===== config.mk =====
export PLATFORM = sky130hd
export DESIGN_NAME = fifo_word_unpacker
export DESIGN_NICKNAME = d
export VERILOG_FILES = /design/src/rtl/fifo_flush_pkg.sv /design/src/rtl/fifo_word_unpacker.sv
export SDC_FILE = /design/constraint.sdc
export NUM_CORES = 1
export LEC_CHECK = 0
export CORE_UTILIZATION = 43
export DETAILED_ROUTE_END_ITERATION = 6
export GPL_TIMING_DRIVEN = 1
export PLACE_DENSITY_LB_ADDON = 0.05
export SYNTH_ARGS = -nofsm -noshare
export SYNTH_HDL_FRONTEND = slang
export SYNTH_SLANG_ARGS = --single-unit
export TNS_END_PERCENT = 100

===== constraint.sdc =====
create_clock -name clock -period 2.45 [get_ports clock]
set_input_delay 0.3675 -clock clock [delete_from_list [all_inputs] [get_ports clock]]
set_output_delay 0.3675 -clock clock [all_outputs]
set_load 0.03 [all_outputs]

===== src/rtl/fifo_flush_pkg.sv =====
// fifo_flush_pkg: shared definitions for the fifo_flush drain path.
//   state_t        FSM states of the word unpacker
//   DEF_WORD_W     default FIFO word width
//   DEF_NIB_W      default output nibble width
//   NIBS_PER_WORD  nibbles per word at the default widths
package fifo_flush_pkg;

    typedef enum logic [2:0] {
        IDLE,
        READ,
        CAPTURE,
        SHIFT,
        FLUSH
    } state_t;

    localparam int DEF_WORD_W    = 32;
    localparam int DEF_NIB_W     = 4;
    localparam int NIBS_PER_WORD = DEF_WORD_W / DEF_NIB_W;

endpackage


===== src/rtl/fifo_word_unpacker.sv =====
// fifo_word_unpacker: drains 32-bit words from the fifo_flush read port and
// emits them as a valid/ready nibble stream, least-significant nibble first,
// while also sequencing FIFO flushes for the control plane.
//   clock, reset        clock and asynchronous active-low reset
//   fifo_data_avail_i   FIFO holds at least one word
//   fifo_empty_i        FIFO empty
//   fifo_rd_data_i      FIFO read data, valid the cycle after the strobe
//   fifo_flush_done_i   FIFO flush complete
//   fifo_rd_valid_o     single-cycle FIFO read strobe
//   fifo_flush_o        flush request to the FIFO
//   flush_req_i         control-plane flush request (level)
//   flush_busy_o        flush sequence in progress
//   nib_valid_o/nib_ready_i/nib_data_o/nib_last_o  nibble stream
//   words_out_o         count of fully emitted words (wraps)
module fifo_word_unpacker
    import fifo_flush_pkg::*;
#(
    parameter int WORD_W = DEF_WORD_W,
    parameter int NIB_W  = DEF_NIB_W,
    parameter int CNT_W  = 16
) (
    input  logic              clock,
    input  logic              reset,
    input  logic              fifo_data_avail_i,
    input  logic              fifo_empty_i,
    input  logic [WORD_W-1:0] fifo_rd_data_i,
    input  logic              fifo_flush_done_i,
    output logic              fifo_rd_valid_o,
    output logic              fifo_flush_o,
    input  logic              flush_req_i,
    output logic              flush_busy_o,
    output logic              nib_valid_o,
    input  logic              nib_ready_i,
    output logic [NIB_W-1:0]  nib_data_o,
    output logic              nib_last_o,
    output logic [CNT_W-1:0]  words_out_o
);

    localparam int NIBS  = WORD_W / NIB_W;
    localparam int IDX_W = (NIBS > 1) ? $clog2(NIBS) : 1;

    state_t            state;
    state_t            state_nx;
    logic [WORD_W-1:0] word;
    logic [IDX_W-1:0]  idx;
    logic [CNT_W-1:0]  words;
    logic              can_read;
    logic              at_last;
    logic              xfer;
    logic              last_xfer;

    // A read is only started when the FIFO both reports data and is not
    // empty, so no strobe can ever reach an empty FIFO.
    always_comb begin
        can_read  = fifo_data_avail_i && !fifo_empty_i;
        at_last   = idx == IDX_W'(NIBS - 1);
        xfer      = (state == SHIFT) && nib_ready_i;
        last_xfer = xfer && at_last;
        state_nx  = state;
        case (state)
            IDLE:    state_nx = flush_req_i ? FLUSH : (can_read ? READ : IDLE);
            READ:    state_nx = CAPTURE;
            CAPTURE: state_nx = flush_req_i ? FLUSH : SHIFT;
            // A flush request wins over the rest of the word; if it lands on
            // the last transfer the word has already been counted.
            SHIFT:   state_nx = flush_req_i ? FLUSH :
                                !last_xfer  ? SHIFT :
                                can_read    ? READ  : IDLE;
            FLUSH:   state_nx = fifo_flush_done_i ? IDLE : FLUSH;
            default: state_nx = IDLE;
        endcase
    end

    always_ff @(posedge clock or negedge reset) begin
        if (!reset) begin
            state <= IDLE;
            word  <= '0;
            idx   <= '0;
            words <= '0;
        end else begin
            state <= state_nx;
            if (state == CAPTURE) begin
                word <= fifo_rd_data_i;
                idx  <= '0;
            end else if (xfer) begin
                idx <= idx + IDX_W'(1);
            end
            if (last_xfer)
                words <= words + CNT_W'(1);
        end
    end

    assign fifo_rd_valid_o = state == READ;
    assign fifo_flush_o    = state == FLUSH;
    assign flush_busy_o    = state == FLUSH;
    assign nib_valid_o     = state == SHIFT;
    assign nib_data_o      = nib_valid_o ? word[idx*NIB_W +: NIB_W] : '0;
    assign nib_last_o      = nib_valid_o && at_last;
    assign words_out_o     = words;

endmodule


==> flow_summary.toml, run 1 <==
[clocking]
numClockSinks = 54
htreeDepth = 2
cts_buffers = 5
path_clk_slew_ps = 100
clkLatencyLatePin_ps = 300
cts_root_buffer = "clkbuf_8"
cts_tree = "yes"
cts.path.max_buffers = 2

[worst_setup_path]
worstPathRequired_ps = 2080
cp-end-kind = "output port"
crit_path_max_fanout = 10
critPathKind = "reg -> out"
crit_path_start_kind = "flip-flop"
cp.arrival_ps = 1910

[logic_synthesis]
synth.cell_area_mm2 = 0.002529
synthArstFlopShare_pct = 100.0
synth-main-ff-cell = "dfrtp_1"
syn_nets = 237
synth_cell_types = 31
syn_inst = 195
ys.warnings.count = 0
post_synth.cell_area_avg_um2 = 12.97
ys_seq_area_share_pct = 53.44
synth-edff-count = 0
ys_ff_latch = 54

[global_routing]
grt_max_degree = 33
grt.overflow.total = 0
grt_pass1_wl_um = 8445
grt_use_total_pct = 17.83
grt_pass1_vias = 1794
antenna_found_initial = 0

[timing]
fin_worst_skew_ps = 5.772
slew_viol_final = 0
finalCriticalPeriod_ps = 2273
rsz0062_at_grt = "false"
slew_headroom_pct = 73.28
hold_violations = 0
fin_crit_sh_pct = 92.76
tightest_slew_ps = 400.8
tns_ps = 0
finalSetupViolations = 0
max_freq_mhz = 440.0

[power_and_ir_drop]
finalPower_mw = 3.024
clkPwrFrac_pct = 20.2
p_int_mw = 2.175
seq_power_share_pct = 45.5
p_comb_share_pct = 34.4
p_sw_mw = 0.8491
power_leakage_nw = 1.495
switching_share_pct = 28.08
powerDensity_mw_per_mm2 = 889.2
ir_worst_vdd_mv = 0.4246

[status]
outcome = "finished clean"

[route]
ant_nets = 0
drcViolationCount = 0
vias = 1689
drt_iter0_markers = 49
wl_per_cell_um = 13.96
vias_per_cell = 5.012
first_pass_iters = 4
drt-total-wl_um = 4703

[cells_and_area]
post-route-util_pct = 61.01
final_common_cell = "clkdlybuf4s50_1"
fin_area_mm2 = 0.003401
final_nets = 307
n_fill_cell = 469
final_cell_mix = "clkdlybuf4s50_1 (56), dfrtp_1 (53), mux2_2 (34), nor2_1 (13), nand2_1 (12)"
drive_gt1_share_pct = 24.15
ff_latch_area_mm2 = 0.001353
multiInputGateArea_mm2 = 0.001100
final_cells = 337
antennaDiodeCount = 0
synthToLayoutAreaGrowth_pct = 34.49

[floorplanning]
core-area_mm2 = 0.005574
die_y_um = 78.69
ioPinCount = 64
dieArea_mm2 = 0.006191
fp.dieW_um = 78.69
num_rows = 27
initial_utilization_pct = 45.36

[job]
drv_cap = 0

[place]
dp_cells = 329
place.gp.congestion = 0.7375
io_buffers = 63
hpwl_um = 3497
postPlaceCellArea_mm2 = 0.003277

[hold_path]
hold_class = "reg -> reg"
## cell usage after synthesis (3+ instances only)
cell	n	share of area [%]
o21ai_0	4	0.79
dfrtp_1	54	53
buf_2	7	1.4
mux4_2	8	7.1
nand2_1	12	1.8
nor2_1	14	2.1
nand4_1	4	0.99
mux2i_1	4	1.6
ha_1	3	1.5
xnor2_1	9	3.1
nand3_1	4	0.79
mux2_2	34	15
inv_1	6	0.89
xor2_1	6	2.1
## cell families after synthesis
logic type / share of synthesized area (%)
DFF: 53.44
and+or+nand+nor: 10.59
muxes: 23.85
buffers and inverters: 3.166
xor gates and xnor gates: 5.196
AOI/OAI and AO/OA: 2.276
adders and majority gates: 1.485
## critical path, cell delays in order (launching register included)
cell and delay (ps):
dfrtp_1 380, buf_12 150, mux4_2 500, mux2i_1 150, nor2_1 60, dlygate4sd2_1 360
## final cells by class
cell class              count  area share [%]
flip-flops and latches     54           39.77
multi-input cells         124           32.34
repair buffers             74           21.27
well taps                  72           2.649
clock buffers               6           2.428
clock inverters             1          0.8830
inverters                   6          0.6623
## per-layer routing
metal,routed length (um),vias up,GRT usage (%),part of all wire (%)
li1,-,825,-,-
met1,2203,825,23.05,47
met2,2293,35,29.39,49
met3,165,4,3.953,3.5
met4,41,0,6.111,0.87
met5,0,-,0,0
## final timing paths
path                                 start              end  slack (ps)  cells past startpoint
max                                 idx[1]    nib_data_o[2]         180                      5
min                        words_out_o[15]  words_out_o[15]         490                      1
max reg2reg                         idx[1]  words_out_o[15]         350                      7
min reg2reg                words_out_o[15]  words_out_o[15]         490                      1
max in group asynchronous            reset           idx[2]        1340                      3
min in group asynchronous            reset  words_out_o[13]         500                      2
## power groups by stage
stage               registers (mW)  clock network, mW  logic, mW
global placement              1.40                  0       1.03
finish                        1.38              0.609       1.04
detailed placement            1.39                  0       1.05
CTS                           1.38              0.631       1.06
floorplan                     1.31                  0      0.834
global route                  1.43              0.664       1.15
## per-stage QoR
step	setup WS, ps	hold slack [ps]
2_1_floorplan	714.8	71.91
3_3_place_gp	287.0	302.5
3_5_place_dp	257.9	300.8
4_1_cts	2.155	493.1
5_1_grt	72.40	512.9
6_report	177.3	486.3
## flip-flops by register name, summed over array words and instances (netlist names)
register and count:
idx 3, state 3, word 32, words_out_o 16
## timing repair
| action | in CTS | in global routing |
|---|---|---|
| setup buffers | 0 | 0 |
| cloned | 0 | 0 |
| hold buffers | 1 | 0 |
| endpoints found under the hold margin | 15 | 0 |
| endpoints found under the setup margin | 4 | 2 |
| resized for setup | 4 | 3 |
Power figures use the tool's default switching activity.
==> inputs of run 2 (changes only) <==
PLACE_DENSITY = 0.74   (was not set)
PLACE_DENSITY_LB_ADDON = not set   (was 0.05)
==> run 2 against run 1 <==
Net effect:
- setup slack lost 63 ps
- global-route usage hardly changed
- first-iteration DRC count grew 6.1%
- worst hold slack worse by 330 ps
- final cell count fell by 0.89%
- critical path depth did not move
- clock power down 14%
- register-to-register slack better by 130 ps
- highest routed layer unchanged
==> flow_summary.toml, run 2 (same netlist as run 1, synthesis figures left out) <==
[worst_setup_path]
crit_path_start_kind = "flip-flop"
rrSetupSlack_ps = 480
critPathKind = "reg -> out"
cp-end-kind = "output port"
crit_path_max_fanout = 8
worstSetupStartpoint = "idx[1]"
r2r-start = "idx[1]"
cp.arrival_ps = 1970
worstPathRequired_ps = 2080

[timing]
finalWorstSetupSlack_ps = 114.3
tns_ps = 0
slew_headroom_pct = 56.17
hold_violations = 0
rsz0062_at_grt = "false"
finalCriticalPeriod_ps = 2336
hold_slack_ps = 159.3
fin_worst_skew_ps = 10.60
max_freq_mhz = 428.1
slew_viol_final = 0
tightest_slew_ps = 657.5
finalSetupViolations = 0
fin_crit_sh_pct = 95.34

[cells_and_area]
final_cells = 334
synthToLayoutAreaGrowth_pct = 32.56
multiInputGateArea_mm2 = 0.001100
largest_reg_flops = 32
drive_gt1_share_pct = 23.66
post-route-util_pct = 60.13
fin_area_mm2 = 0.003352
final_nets = 303
ff_latch_area_mm2 = 0.001353
final_cell_mix = "clkdlybuf4s50_1 (57), dfrtp_1 (53), mux2_2 (34), nor2_1 (13), nand2_1 (12)"
final_common_cell = "clkdlybuf4s50_1"
top_register = "word"
n_fill_cell = 466
antennaDiodeCount = 0

[hold_path]
hold_class = "in -> async"

[global_routing]
antenna_found_initial = 0
grt_pass1_wl_um = 8411
grt_max_degree = 55
grt_use_total_pct = 17.78
grt.overflow.total = 0
grt_pass1_vias = 1783

[clocking]
numClockSinks = 54
cts_hold_buffers = 0
cts.path.max_buffers = 2
htreeDepth = 2
cts_root_buffer = "clkbuf_8"
cts_buffers = 5
clkLatencyLatePin_ps = 310
path_clk_slew_ps = 100
cts_setup_buffers = 0
cts_tree = "yes"

[place]
io_buffers = 63
place.gp.congestion = 0.7284
postPlaceCellArea_mm2 = 0.003254
dp_cells = 326
hpwl_um = 3676
pre_cts_slack_ps = 210.4

[route]
drt-total-wl_um = 4871
vias = 1729
first_pass_iters = 4
drt_iter0_markers = 52
ant_nets = 0
wl_per_cell_um = 14.58
vias_per_cell = 5.177
drcViolationCount = 0

[power_and_ir_drop]
clkPwrFrac_pct = 17.6
p_sw_mw = 0.8948
switching_share_pct = 30.13
power_leakage_nw = 1.448
ir_worst_vdd_mv = 0.6088
seq_power_share_pct = 47.7
p_int_mw = 2.075
finalPower_mw = 2.970
p_comb_share_pct = 34.7
powerDensity_mw_per_mm2 = 886.1

[floorplanning]
fp.dieW_um = 78.69
dieArea_mm2 = 0.006191
ioPinCount = 64
die_y_um = 78.69
num_rows = 27
core-area_mm2 = 0.005574
initial_utilization_pct = 45.36

[status]
outcome = "finished clean"

[job]
drv_cap = 0
==> run 2: routing by layer <==
layer	GRT usage, %	vias up	share of wire [%]
met1	22.65	852	44
met5	0	-	0
met3	3.488	4	4.5
li1	-	823	-
met2	30.61	50	50
met4	5.000	0	0.78
==> run 2: worst max-delay path, cell delays in order, from the launching register on <==
cell and delay, ps:
dfrtp_1 420, buf_12 160, mux4_2 510, mux2i_1 150, nor2_1 60, dlygate4sd2_1 360
==> run 2: final cells by class <==
cell class,count,share of cell area (%)
well taps,72,2.688
clock buffers,6,2.464
clock inverters,2,0.4853
repair buffers,70,20.53
multi-input cells,124,32.81
inverters,6,0.6719
flip-flops and latches,54,40.35
==> run 2: final timing paths <==
path / depth (start not counted) / to
min in group clock: 1 / words_out_o[15]
worst max-delay path: 5 / nib_data_o[0]
worst min register to register: 1 / words_out_o[15]
worst max register to register: 6 / words_out_o[9]
worst min-delay path: 2 / words_out_o[13]
max in group asynchronous: 2 / idx[2]
==> run 2: what timing repair did <==
action / CTS / global route
cloned: 0 / 0
pin swaps: 0 / 0
endpoints found under the hold margin: 0 / 0
gates resized for setup: 4 / 2
setup endpoints to repair: 4 / 1
==> run 2: power groups by stage <==
stage / sequential (mW) / clock (mW) / combinational [mW]
floorplan: 1.31 / 0 / 0.834
global placement: 1.43 / 0 / 1.01
detailed placement: 1.44 / 0 / 1.05
CTS: 1.42 / 0.543 / 1.05
global route: 1.46 / 0.582 / 1.13
finish: 1.42 / 0.522 / 1.03
==> inputs of run 3 (changes only) <==
RECOVER_POWER = 50   (was not set)
==> run 3 against run 2 <==
Net effect:
- worst hold slack better by 250 ps
- global-route usage stayed put
- first-iteration DRC count is 1.9% lower
- critical path depth stayed put
- combinational power hardly changed
- largest cell class unchanged
- largest power group unchanged
- highest routed layer unchanged
==> flow_summary.toml, run 3 (same netlist as run 1, synthesis figures left out) <==
[job]
drv_cap = 0

[timing]
fin_worst_skew_ps = 10.76
finalSetupViolations = 0
hold_violations = 0
hold_slack_ps = 406.6
finalCriticalPeriod_ps = 2336
tightest_slew_ps = 1281
fin_crit_sh_pct = 95.34
finalWorstSetupSlack_ps = 114.3
slew_viol_final = 0
max_freq_mhz = 428.1
slew_headroom_pct = 14.62
tns_ps = 0
rsz0062_at_grt = "false"

[clocking]
cts_tree = "yes"
htreeDepth = 2
clkLatencyLatePin_ps = 310
numClockSinks = 54
cts_hold_buffers = 0
cts.path.max_buffers = 2
cts_root_buffer = "clkbuf_8"
path_clk_slew_ps = 100
cts_buffers = 5

[worst_setup_path]
worst_path_largest_cell_delay_ps = 510
crit_path_max_fanout = 8
cp.arrival_ps = 1970
crit_path_start_kind = "flip-flop"
slowest_stage = "mux4_2"
crit_buf_inv = 2
critPathKind = "reg -> out"
worstPathRequired_ps = 2080
cp_top_family = "multiplexers"
cp-end-kind = "output port"
crit_chain = "buf_12 > mux4_2 > mux2i_1 > nor2_1 > dlygate4sd2_1"

[floorplanning]
num_rows = 27
die_y_um = 78.69
core-area_mm2 = 0.005574
fp.dieW_um = 78.69
dieArea_mm2 = 0.006191
ioPinCount = 64
initial_utilization_pct = 45.36

[route]
vias = 1728
first_pass_iters = 4
wl_per_cell_um = 14.58
vias_per_cell = 5.174
drt-total-wl_um = 4869
drt_iter0_markers = 51
ant_nets = 0
drcViolationCount = 0

[place]
io_buffers = 63
place.gp.congestion = 0.7284
dp_cells = 326
postPlaceCellArea_mm2 = 0.003254
pre_cts_slack_ps = 210.4
hpwl_um = 3676

[global_routing]
grt_pass1_vias = 1783
grt_max_degree = 55
antenna_found_initial = 0
grt_use_total_pct = 17.78
grt.overflow.total = 0
grt_pass1_wl_um = 8411

[hold_path]
hold_class = "in -> async"

[cells_and_area]
final_nets = 303
largest_reg_flops = 32
fin_area_mm2 = 0.003346
drive_gt1_share_pct = 23.28
final_cells = 334
antennaDiodeCount = 0
synthToLayoutAreaGrowth_pct = 32.31
post-route-util_pct = 60.02
final_cell_mix = "clkdlybuf4s50_1 (57), dfrtp_1 (53), mux2_2 (34), nor2_1 (13), nand2_1 (12)"
top_register = "word"
final_common_cell = "clkdlybuf4s50_1"

[power_and_ir_drop]
finalPower_mw = 2.962
ir_worst_vdd_mv = 0.6074
powerDensity_mw_per_mm2 = 885.4
power_leakage_nw = 1.442

[status]
outcome = "finished clean"
[run 3: changes by cell type in the layout (fill, tap and decap cells not counted)]
cell / delta
and2_1: -1
clkbuf_1: +1
buf_4: -2
clkbuf_2: +1
and2_0: +1
[run 3: final timing paths]
kind	from	to	slack, ps	depth (start not counted)
max	idx[1]	nib_data_o[0]	110	5
min	reset	words_out_o[13]	410	2
max reg2reg	idx[1]	words_out_o[9]	480	6
min reg2reg	words_out_o[15]	words_out_o[15]	470	1
max in group asynchronous	reset	idx[2]	1200	2
min in group clock	words_out_o[15]	words_out_o[15]	470	1
[run 3: final cells by class]
cell class                      count  area, um2
Clock buffer                        6      82.58
Clock inverter                      2      16.27
Fill cell                         468       2228
Inverter                            6      22.52
Multi-Input combinational cell    124       1100
Sequential cell                    54       1353
Tap cell                           72      90.09
Timing Repair Buffer               70      681.9
[run 3: where the power goes]
| part | leakage, nW | internal [mW] | switching, mW | total, mW |
|---|---|---|---|---|
| logic | 0.719 | 0.639 | 0.384 | 1.02 |
| clock network | 0.0478 | 0.233 | 0.288 | 0.522 |
| registers | 0.675 | 1.20 | 0.222 | 1.42 |
[run 3: timing repair]
action                                 4_1_cts  5_1_grt
buffers inserted                             0        0
setup endpoints to repair                    4        1
endpoints found under the hold margin        0        0
gates resized for setup                      4        2
[run 3: worst reg2reg max path, delay by kind of cell, from the launching register on]
family	cells	cell delay, ps
adder cells (fa/ha/maj)	2	370
XOR/XNOR	1	160
AND/OR/NAND/NOR	3	940
flip-flops	1	420
[run 3: layer usage]
layer  track usage (%)  part of all wire, %
met3             3.488                  4.5
met5                 0                    0
met2             30.61                   50
met1             22.65                   44
met4             5.000                 0.78
